==> src/rtl/clint_arbiter.sv <==
// Round-robin arbiter sharing one CLINT register port among NREQ pulse-driven requesters.
// Each port owns a one-entry request slot; a watchdog answers unmapped addresses with an error.
module clint_arbiter #(
    parameter int NREQ    = 2,
    parameter int TIMEOUT = 255
) (
    input  logic                 clk,
    input  logic                 rst,
    input  logic [NREQ-1:0]      req_valid,
    input  logic [NREQ-1:0]      req_instr,
    input  logic [NREQ*32-1:0]   req_addr,
    input  logic [NREQ*32-1:0]   req_wdata,
    input  logic [NREQ*4-1:0]    req_wstrb,
    output logic [NREQ*32-1:0]   req_rdata,
    output logic [NREQ-1:0]      req_ready,
    output logic [NREQ-1:0]      req_error,
    output logic                 clint_valid,
    output logic                 clint_instr,
    output logic [31:0]          clint_addr,
    output logic [31:0]          clint_wdata,
    output logic [3:0]           clint_wstrb,
    input  logic [31:0]          clint_rdata,
    input  logic                 clint_ready
);

    localparam int GW = $clog2(NREQ);
    localparam int TW = (TIMEOUT > 0) ? $clog2(TIMEOUT + 1) : 1;

    typedef enum logic {IDLE, BUSY} state_t;

    state_t          state;
    logic [GW-1:0]   grant;
    logic [GW-1:0]   last_grant;
    logic [TW-1:0]   timer;
    logic [NREQ-1:0] pending;

    logic [NREQ-1:0] slot_instr;
    logic [31:0]     slot_addr  [NREQ];
    logic [31:0]     slot_wdata [NREQ];
    logic [3:0]      slot_wstrb [NREQ];

    logic            sel_found;
    logic [GW-1:0]   sel_idx;
    logic            done_ok;
    logic            done_to;
    logic [NREQ-1:0] clear_mask;
    logic [NREQ-1:0] capture;

    // First pending port after last_grant, wrapping modulo NREQ.
    always_comb begin
        int idx;
        // NOTE: every always_comb output gets a default first so no path can infer a latch.
        sel_found = 1'b0;
        sel_idx   = '0;
        idx       = 0;
        for (int i = 1; i <= NREQ; i++) begin
            idx = int'(last_grant) + i;
            if (idx >= NREQ) idx = idx - NREQ;
            if (!sel_found && pending[idx]) begin
                sel_found = 1'b1;
                sel_idx   = GW'(idx);
            end
        end
    end

    assign done_ok = (state == BUSY) && clint_ready;
    assign done_to = (state == BUSY) && !clint_ready &&
                     (TIMEOUT != 0) && (timer == TW'(TIMEOUT - 1));

    // A completing port frees its slot in the same cycle, so a coincident new pulse is accepted.
    always_comb begin
        clear_mask = '0;
        if (done_ok || done_to) clear_mask[grant] = 1'b1;
    end

    assign capture = req_valid & (~pending | clear_mask);

    // NOTE: slot storage has no reset; nothing reads a slot unless its pending bit is set.
    always_ff @(posedge clk) begin
        for (int p = 0; p < NREQ; p++) begin
            if (capture[p]) begin
                slot_instr[p] <= req_instr[p];
                slot_addr[p]  <= req_addr[32*p +: 32];
                slot_wdata[p] <= req_wdata[32*p +: 32];
                slot_wstrb[p] <= req_wstrb[4*p +: 4];
            end
        end
    end

    // NOTE: sequential state uses non-blocking assignments so every register sees pre-edge values.
    always_ff @(posedge clk) begin
        if (!rst) begin
            state       <= IDLE;
            grant       <= '0;
            last_grant  <= GW'(NREQ - 1);
            timer       <= '0;
            pending     <= '0;
            req_rdata   <= '0;
            req_ready   <= '0;
            req_error   <= '0;
            clint_valid <= 1'b0;
            clint_instr <= 1'b0;
            clint_addr  <= '0;
            clint_wdata <= '0;
            clint_wstrb <= '0;
        end else begin
            clint_valid <= 1'b0;
            req_ready   <= '0;
            req_error   <= '0;
            req_rdata   <= '0;
            pending     <= (pending & ~clear_mask) | capture;

            case (state)
                IDLE: begin
                    if (sel_found) begin
                        clint_valid <= 1'b1;
                        clint_instr <= slot_instr[sel_idx];
                        clint_addr  <= slot_addr[sel_idx];
                        clint_wdata <= slot_wdata[sel_idx];
                        clint_wstrb <= slot_wstrb[sel_idx];
                        grant       <= sel_idx;
                        timer       <= '0;
                        state       <= BUSY;
                    end
                end
                BUSY: begin
                    if (done_ok || done_to) begin
                        req_ready[grant] <= 1'b1;
                        req_error[grant] <= done_to;
                        if (done_ok) req_rdata[32*int'(grant) +: 32] <= clint_rdata;
                        last_grant <= grant;
                        state      <= IDLE;
                    end else if (timer != '1) begin
                        timer <= timer + TW'(1);
                    end
                end
                default: state <= IDLE;
            endcase
        end
    end

endmodule

==> config.mk <==
export PLATFORM = sky130hd
export DESIGN_NAME = clint_arbiter
export DESIGN_NICKNAME = d
export VERILOG_FILES = /design/src/rtl/clint_arbiter.sv
export SDC_FILE = /design/constraint.sdc
export NUM_CORES = 1
export LEC_CHECK = 0
export CAP_MARGIN = 20
export CORE_ASPECT_RATIO = 0.8
export CORE_MARGIN = 2
export CORE_UTILIZATION = 43
export CTS_BUF_LIST = sky130_fd_sc_hd__clkbuf_8
export DETAILED_ROUTE_END_ITERATION = 6
export PLACE_DENSITY_LB_ADDON = 0.05
export RECOVER_POWER = 25
export SYNTH_ARGS = -nofsm -noshare
export SYNTH_HDL_FRONTEND = slang
export SYNTH_SLANG_ARGS = --single-unit
==> constraint.sdc <==
create_clock -name clk -period 5.71 [get_ports clk]
set_clock_uncertainty 0.15 [all_clocks]
set_input_delay 0.8565 -clock clk [delete_from_list [all_inputs] [get_ports clk]]
set_output_delay 0.8565 -clock clk [all_outputs]
set_load 0.01 [all_outputs]
* After elaboration in Yosys (flattened, before gate mapping)
Memories as Yosys holds them, arrays and structs flattened. A register that Yosys moved wholly into a read port is not among the register bits. Cells that the tools add are included.
Cells by class: $add $sub $neg 6, $mul 0, divide/modulo/power cells 0, $lt $le $gt $ge 7, eq/ne operators 5, shift operators 2, muxes and demuxes 28, bitwise operators 10, reduce and logical (&&, ||, !) cells 18
Operator list (count):
- 64-bit AND | 1
- 32-bit by 3-bit less-than comparator with 1-bit output (second input constant) | 2
- 32-bit 2-to-1 mux | 2
- 32-bit by 33-bit variable shift with 64-bit output (first input constant) | 1
- 32-bit by 33-bit indexed part select with 64-bit output | 1
- 6-bit negator with 33-bit output | 1
- 8-bit 2-to-1 mux | 3
- 1-bit 2-to-1 mux | 19
- 8-bit one-hot mux with 2 select lines | 1
- 8-bit by 1-bit adder with 8-bit output (second input constant) | 1
- 8-bit == test (second input constant) | 1
- 8-bit inequality test (second input constant) | 1
- 2-bit AND | 3
- 2-bit AND reduction | 3
- 3-bit AND reduction | 2
- 1-bit logical AND | 5
- 1-bit logical NOT | 5
- 1-bit by 2-bit less-than comparator with 1-bit output (second input constant) | 2
- 2-bit inequality test (second input constant) | 2
- 2-bit inverter | 2
- 2-bit bitwise OR | 2
- 4-bit AND reduction | 1
- 3-bit by 2-bit subtractor with 4-bit output (second input constant) | 1
- 1-bit by 2-bit adder with 3-bit output (second input constant) | 1
- 12 further kinds | 13
Word-level totals: bits in registers 85, latch bits 0, RAM bits 136, ROM bits 0, input port bits 175, output and inout bits 138, word-level logic and storage cells 91, memories 3
Memory list:
- slot_addr | depth 2, bits a word 32, read ports 1, clocked after memory_dff 1, wr ports 2, line 38 | logic [31:0] slot_addr [NREQ];
- slot_wdata | depth 2, bits a word 32, read ports 1, clocked after memory_dff 1, wr ports 2, line 39 | logic [31:0] slot_wdata [NREQ];
- slot_wstrb | depth 2, bits a word 4, read ports 1, clocked after memory_dff 1, wr ports 2, line 40 | logic [3:0] slot_wstrb [NREQ];

* Depth between registers and ports, before layout
Gate-level depths: netlist of run 1.
depth in word-level cells 12, gate-level depth with buffers 7, gate-level depth less buffers 6

* Worst setup path before layout of run 1
Ideal clock, no wire load.
path kind input-to-reg, from in clint_ready, to mem slot_addr[1][0], enable pin, setup time 519 ps, arrival time 5007 ps, data required time 5041 ps, setup slack 35 ps, cell stages on the path 5, path buffers 1, cells stage by stage nand2b_1 > buf_6 > o31a_1 > nand2b_1 > a21oi_1
RTL lines:
- start, declared | line 23 | input logic clint_ready
- end, declared | line 38

* Worst setup path after layout of run 1
from reg pending[1], to reg clint_wdata[4] (read register of slot_wdata)
On the way: word-level cells in the longest chain between the ends 8
RTL lines:
- start, declared | line 35 | logic [NREQ-1:0] pending;
- start signal, assigned | line 111 | pending <= (pending & ~clear_mask) | capture;
- 1-bit 2-to-1 mux (not written as such) (3 in series) | line 59 | if (!sel_found && pending[idx]) begin
- 1-bit 2-to-1 mux | line 59
- 1-bit logical NOT | line 59
- 1-bit logical AND | line 59
- 1-bit 2-to-1 mux | line 59
- 2-bit AND reduction (no source line)
- end, declared | line 20 | output logic [31:0] clint_wdata,
Parallel ways exist; a longest one is shown, timed or not. The select of a mux whose other input is x is not followed. A chain may end at the register's enable or synchronous reset.

==> impl_results.md, run 1 <==
* Share of layout cells above drive strength 1 at 0.06844
* Cell variety after synth at 42
* Maxcap violations at 2
* Fin nets at 1191
* Core outline area at 22620 um^2
* CTS tree: yes
* RSZ-0062 raised after global routing: false
* Vias at 6456
* DR pass1 iterations at 5
* # IOs at 313
* PnR worst setup slack at 2398 ps
* Synthesized area at 9966 um^2
* Initial antenna violation count at 9
* Die Height at 140.2 um
* Worst slew pin tran at 2361 ps
* Post_cts resized at 0
* DIE WIDTH at 174.2 um
* Seq/Total Area, Yosys at 0.7191
* Final TNS setup at 0 ps
* Met3 Usage GRT at 0.06270
* Post-DR wirelength/cell at 16.90 um
* Hold Path Class: reg -> reg
* ANT nets after route at 0
* Post-DP HPWL at 15070 um
* Failing checks: max-capacitance violations, max-slew violations
* Initial Util at 0.4405
* Total GRT Usage at 0.1876
* FP Rows at 49
* Synthesis-stage register bit count at 289
* Fin crit share at 0.5800
* Routed WL at 23080 um
* Total gr overflow at 0
* Mapped Cells at 687
* Via/cell ratio at 4.726
* Clock root cell: clkbuf_8
* Kind of start point of the critical path: register
* Met1 Track Usage GR at 0.2363
* H-tree lvl count at 2
* FF/Latch Area at 7167 um^2
* Layout area overhead at 42.22%
* Post-CTS Hold Fix Bufs at 0
* Critical path endpoint category: register
* Grt peak-use layer: met2
* Pre-CTS WS at 1963 ps
* DRC at 0
* Post-synth net total at 864
* Commonest non-fill, non-tap cell in the layout: clkdlybuf4s50_1
* Worst-skew pair later-pin latency at 530 ps
* Iteration-0 DRC count of the detailed router at 327
* Min Tclk post-route at 3312 ps
* Slew headroom at -0.5739
* Setup bufs post-CTS at 0
* TritonCTS buffer count at 46
* Most frequent cells in the layout: 173 x clkdlybuf4s50_1, 151 x dfxtp_1, 138 x dlygate4sd3_1, 138 x edfxtp_1, 74 x nand2_1
* Die area at 24420 um^2
* Crit path required time at 5970 ps
* Pwr Density at 325.3 nW/um^2
* Vias in the first global route at 6472
* Fillers at 1750
* Final Max Tran Viols at 63
* Worst path arrival time at 3570 ps
* Critical path class: reg -> reg
* Lkg Pwr at 5.836 nW
* Worst Path Max Fanout at 30
* Buffers added on ports at 312
* VDD IR max at 0.1939 mV
* Max Fclk at 301.9 MHz
* M2 GR Usage at 0.2991
* Deepest clock path buffer count at 3
* Multi-input gate area at 2535 um^2
* Mapped Avg Cell Area at 14.51 um^2
* Worst-path clk slew at 70 ps
* Largest net degree at the start of global routing at 81
* Global-route wire length before repair at 35620 um
* Clock sink total at 289
* Final Hold Viols at 0
* GP Congestion at 0.7865
* Status: finished with violations
* Fin util at 0.6265
* Synth Warn # at 0
* Setup violators final at 0
==> stage by stage <==
stage | instances | instance area [um^2] | hold slack [ps] | total power, mW
floorplan | 687 | 9966 | 311.5 | 2.720
CTS | 1358 | 14160 | 349.2 | 4.703
global placement | 1272 | 13290 | 329.4 | 3.046
detailed placement | 1272 | 13290 | 335.6 | 3.055
global route | 1363 | 14170 | 361.0 | 4.847
finish | 1366 | 14170 | 345.0 | 4.611
==> critical path, stage by stage (launching register included) <==
cell and delay, ps:
dfxtp_1 490, a21boi_4 230, clkbuf_1 1680, mux2i_1 330, nand2_1 90, o211a_1 180
==> logic make-up (layout without fill, tap and decap cells) <==
logic type      after synthesis  after routing  synth area share
simple gates                178            178           0.09002
mux                          70             70           0.07031
other cells                   0              8                 0
compound gates               99             99           0.08876
fa+ha+maj                     2              2          0.002511
flops                       289            289            0.7191
buf+inv                      49            414           0.02925
==> layout make-up <==
cell class | count | area share
Timing Repair Buffer | 320 | 0.2236
Inverter | 8 | 0.002119
Clock buffer | 54 | 0.05244
Sequential cell | 289 | 0.5056
Multi-Input combinational cell | 349 | 0.1788
Clock inverter | 32 | 0.008916
Antenna cell | 8 | 0.001412
Tap cell | 306 | 0.02701
==> metal layers <==
layer  part of all wire  vias up
met1               0.43     3016
li1                   -     3157
met2               0.47      236
met4              0.027        2
met5            0.00056        -
met3              0.078       45
==> sequential cells by signal, summed over array words and instances, names as in the netlist, 4 cells and up <==
register and cells:
slot_wdata 64, clint_addr 32, slot_addr 64, slot_wstrb 8
req_rdata 64, clint_wdata 32, clint_wstrb 4, timer 8
==> where the power goes <==
| part | total (mW) | internal (mW) | switching [mW] |
|---|---|---|---|
| sequential | 2.39 | 2.33 | 0.0644 |
| combinational | 0.591 | 0.322 | 0.269 |
| clock | 1.63 | 0.858 | 0.767 |
==> synth_stat cells <==
library cell,n,area share
a211oi_1,4,0.0030
a21boi_0,1,0.00075
a21boi_2,1,0.0011
a21oi_1,6,0.0030
a22oi_1,1,0.00075
a31oi_1,3,0.0019
a32oi_1,1,0.00088
and2_1,66,0.041
buf_2,14,0.0070
buf_4,3,0.0023
buf_6,9,0.010
buf_8,1,0.0015
clkbuf_1,14,0.0053
dfxtp_1,151,0.30
edfxtp_1,138,0.42
ha_1,2,0.0025
inv_1,8,0.0030
mux2i_1,70,0.070
nand2_1,74,0.028
nand2b_1,3,0.0019
nand3_1,9,0.0045
nand4_1,4,0.0025
nor2_1,9,0.0034
nor2b_1,1,0.00063
nor3_1,4,0.0020
nor3_2,1,0.0010
nor3b_1,2,0.0015
nor4_1,2,0.0013
o211a_1,66,0.066
o211ai_1,1,0.00075
o21a_1,1,0.00075
o21ai_0,7,0.0035
o21ai_1,1,0.00050
o21ba_2,1,0.0010
o21bai_1,1,0.00075
o22ai_2,1,0.0013
o311ai_0,1,0.00088
o31a_1,1,0.00088
o31ai_1,1,0.00075
or2_2,1,0.00063
or3_1,1,0.00063
or4_1,1,0.00075
==> worst paths after layout <==
| kind | depth (start not counted) | slack, ps | to | start |
|---|---|---|---|---|
| max | 5 | 2400 | clint_wdata[4]$_SDFFE_PN0P_ | pending[1]$_SDFF_PN0_ |
| min | 1 | 350 | clint_addr[16]$_SDFFE_PN0P_ | clint_addr[16]$_SDFFE_PN0P_ |
| max reg2reg | 5 | 2400 | clint_wdata[4]$_SDFFE_PN0P_ | pending[1]$_SDFF_PN0_ |
| min reg2reg | 1 | 350 | clint_addr[16]$_SDFFE_PN0P_ | clint_addr[16]$_SDFFE_PN0P_ |
Note: power is estimated with default switching activity, not from simulation.
==> run 2, diff against run 1 <==
==> constraint.sdc (replaced) <==
create_clock -name clk -period 2.9 [get_ports clk]
set_clock_uncertainty 0.15 [all_clocks]
set_input_delay 0.435 -clock clk [delete_from_list [all_inputs] [get_ports clk]]
set_output_delay 0.435 -clock clk [all_outputs]
set_load 0.01 [all_outputs]
==> run 2 against run 1 <==
Global-route usage is 0.19 points higher. Worst setup slack worse by 1900 ps. Largest cell class unchanged. Flip-flop and latch count stayed put. Core utilization is 1.2 points higher. The run now ends clean. Sequential share of layout area is 0.93 points lower. Count of clock-buffer cells in the layout is 4 higher. Register-to-register slack worse by 1900 ps. Non-clock buffer count is 10 higher. Sequential power is 97% higher. Design area is 1.9% higher. Critical endpoint is now clint_wdata[19]$_SDFFE_PN0P_.
==> impl_results.md, run 2 (synthesis results as in run 1) <==
* Clock sink total at 289 (unchanged)
* Die area at 24420 um^2 (unchanged)
* Pwr Density at 656.7 nW/um^2 (+100%)
* Worst-path clk slew at 60 ps (about the same)
* Post-DR wirelength/cell at 16.79 um (-0.67%)
* Worst Path Max Fanout at 13 (-57%)
* DRC at 0 (unchanged)
* DIE WIDTH at 174.2 um (unchanged)
* CTS tree: yes
* Fin crit share at 0.8384 (+0.2584)
* Total GRT Usage at 0.1895 (+0.001909)
* Final Hold Viols at 0 (unchanged)
* TritonCTS buffer count at 46 (unchanged)
* Min Tclk post-route at 2431 ps (-880.6 ps)
* Post_cts resized at 0 (unchanged)
* Final TNS setup at 0 ps (unchanged)
* Fin util at 0.6382 (+0.01172)
* FF/Latch Area at 7167 um^2 (unchanged)
* Post-CTS Hold Fix Bufs at 0 (unchanged)
* Commonest non-fill, non-tap cell in the layout: clkdlybuf4s50_1
* CP peak stage delay at 820 ps (-860 ps)
* Kind of start point of the critical path: register
* Critical path endpoint category: register
* Deepest clock path buffer count at 3 (unchanged)
* Most frequent cells in the layout: 173 x clkdlybuf4s50_1, 151 x dfxtp_1, 138 x dlygate4sd3_1, 138 x edfxtp_1, 74 x nand2_1
* Slowest stage cell, crit path: a21boi_0
* Hold Path Class: in -> reg
* Lkg Pwr at 5.933 nW (+1.7%)
* Vias in the first global route at 6660 (+2.9%)
* Global-route wire length before repair at 36310 um (+1.9%)
* Worst path arrival time at 2700 ps (-870 ps)
* Max Fclk at 411.3 MHz (+36%)
* Buffers added on ports at 312 (unchanged)
* Slew headroom at 0.3459 (+0.9199)
* Initial antenna violation count at 13 (+4)
* GP Congestion at 0.7456 (-5.2%)
* Initial Util at 0.4405 (unchanged)
* # IOs at 313 (unchanged)
* Buf/Inv on CP at 1 (unchanged)
* Critical path class: reg -> reg
* Die Height at 140.2 um (unchanged)
* Post-DP HPWL at 15800 um (+4.8%)
* RSZ-0062 raised after global routing: false
* CP cell instances: a21boi_0, buf_4, mux2i_1, nand2_1, o211a_1
* Vias at 6507 (+0.79%)
* Final Instance Count excl. Fillers at 1377 (+0.81%)
* Clock root cell: clkbuf_8
* Worst path top cell family by delay: compound AO/OA/AOI/OAI gates
* DR pass1 iterations at 5 (unchanged)
* Status: finished, final reports clean
* Setup bufs post-CTS at 0 (unchanged)
* Crit path required time at 3170 ps (-2800 ps)
* Worst slew pin tran at 972.4 ps (-1389 ps)
* Largest net degree at the start of global routing at 75 (-7.4%)
* Iteration-0 DRC count of the detailed router at 400 (+22%)
* Multi-input gate area at 2531 um^2 (-0.15%)
* Routed WL at 23110 um (+0.13%)
* Via/cell ratio at 4.725 (about the same)
* VDD IR max at 0.3690 mV (+90%)
* Largest regs: req_rdata: 64 flops, slot_addr: 64 flops, slot_wdata: 64 flops
* FP Rows at 49 (unchanged)
* Setup violators final at 0 (unchanged)
* R2r setup slk at 470 ps (-1930 ps)
* ANT nets after route at 0 (unchanged)
* Maxcap violations at 0 (-2)
* Layout area overhead at 44.88%
* H-tree lvl count at 2 (unchanged)
* Share of layout cells above drive strength 1 at 0.08782 (+0.01938)
* Placed insts at 1282 (+0.79%)
* Fin nets at 1201 (+0.84%)
* Core outline area at 22620 um^2 (unchanged)
* Final Max Tran Viols at 0 (-100%)
* Worst-skew pair later-pin latency at 540 ps (about the same)
* Total gr overflow at 0 (unchanged)
* Fillers at 1773 (+1.3%)
run 2: area by class of cell:
type,instances,share of cell area
Inverter,8,0.002080
Clock buffer,58,0.05529
Tap cell,306,0.02652
Multi-Input combinational cell,349,0.1753
Clock inverter,25,0.01274
Timing Repair Buffer,330,0.2296
Sequential cell,289,0.4964
Antenna cell,12,0.002080
run 2: worst reg2reg max path, delay by kind of cell, from the launching register on:
kind | cells | cell delay, ps
mux | 1 | 250
simple gates | 1 | 70
compound gates | 2 | 950
buf+inv | 1 | 420
flops | 1 | 470
run 2: report_power, final:
| part | internal (mW) | switching, mW | total, mW |
|---|---|---|---|
| registers | 4.59 | 0.128 | 4.71 |
| clock network | 2.07 | 1.51 | 3.57 |
| logic | 0.658 | 0.536 | 1.19 |
run 2: stage by stage:
stage	setup slack [ps]	area (um^2)	hold slack (ps)	power [mW]
after floorplan	0.3619	9986	311.5	5.350
after global placement	291.1	13440	329.2	6.031
after detailed placement	278.9	13440	335.5	6.046
after CTS	626.9	14420	68.49	9.663
after global routing	281.2	14430	93.69	9.935
final	468.5	14440	111.2	9.482
run 2: final timing paths:
kind / cells after the start / endpoint / startpoint
setup / recovery: 5 / clint_wdata[19]$_SDFFE_PN0P_ / pending[1]$_SDFF_PN0_
hold / removal: 3 / req_error[1]$_SDFF_PN0_ / rst
setup reg to reg: 5 / clint_wdata[19]$_SDFFE_PN0P_ / pending[1]$_SDFF_PN0_
hold reg to reg: 2 / last_grant$_SDFFE_PN1P_ / last_grant$_SDFFE_PN1P_
run 2: layer usage:
| metal | up-vias | wire [um] | global-route usage | share of wire |
|---|---|---|---|---|
| li1 | 3174 | - | - | - |
| met2 | 216 | 10740 | 0.2989 | 0.46 |
| met4 | 6 | 581 | 0.07784 | 0.025 |
| met3 | 48 | 1522 | 0.05999 | 0.066 |
| met1 | 3063 | 10220 | 0.2432 | 0.44 |
| met5 | - | 44 | 0 | 0.0019 |
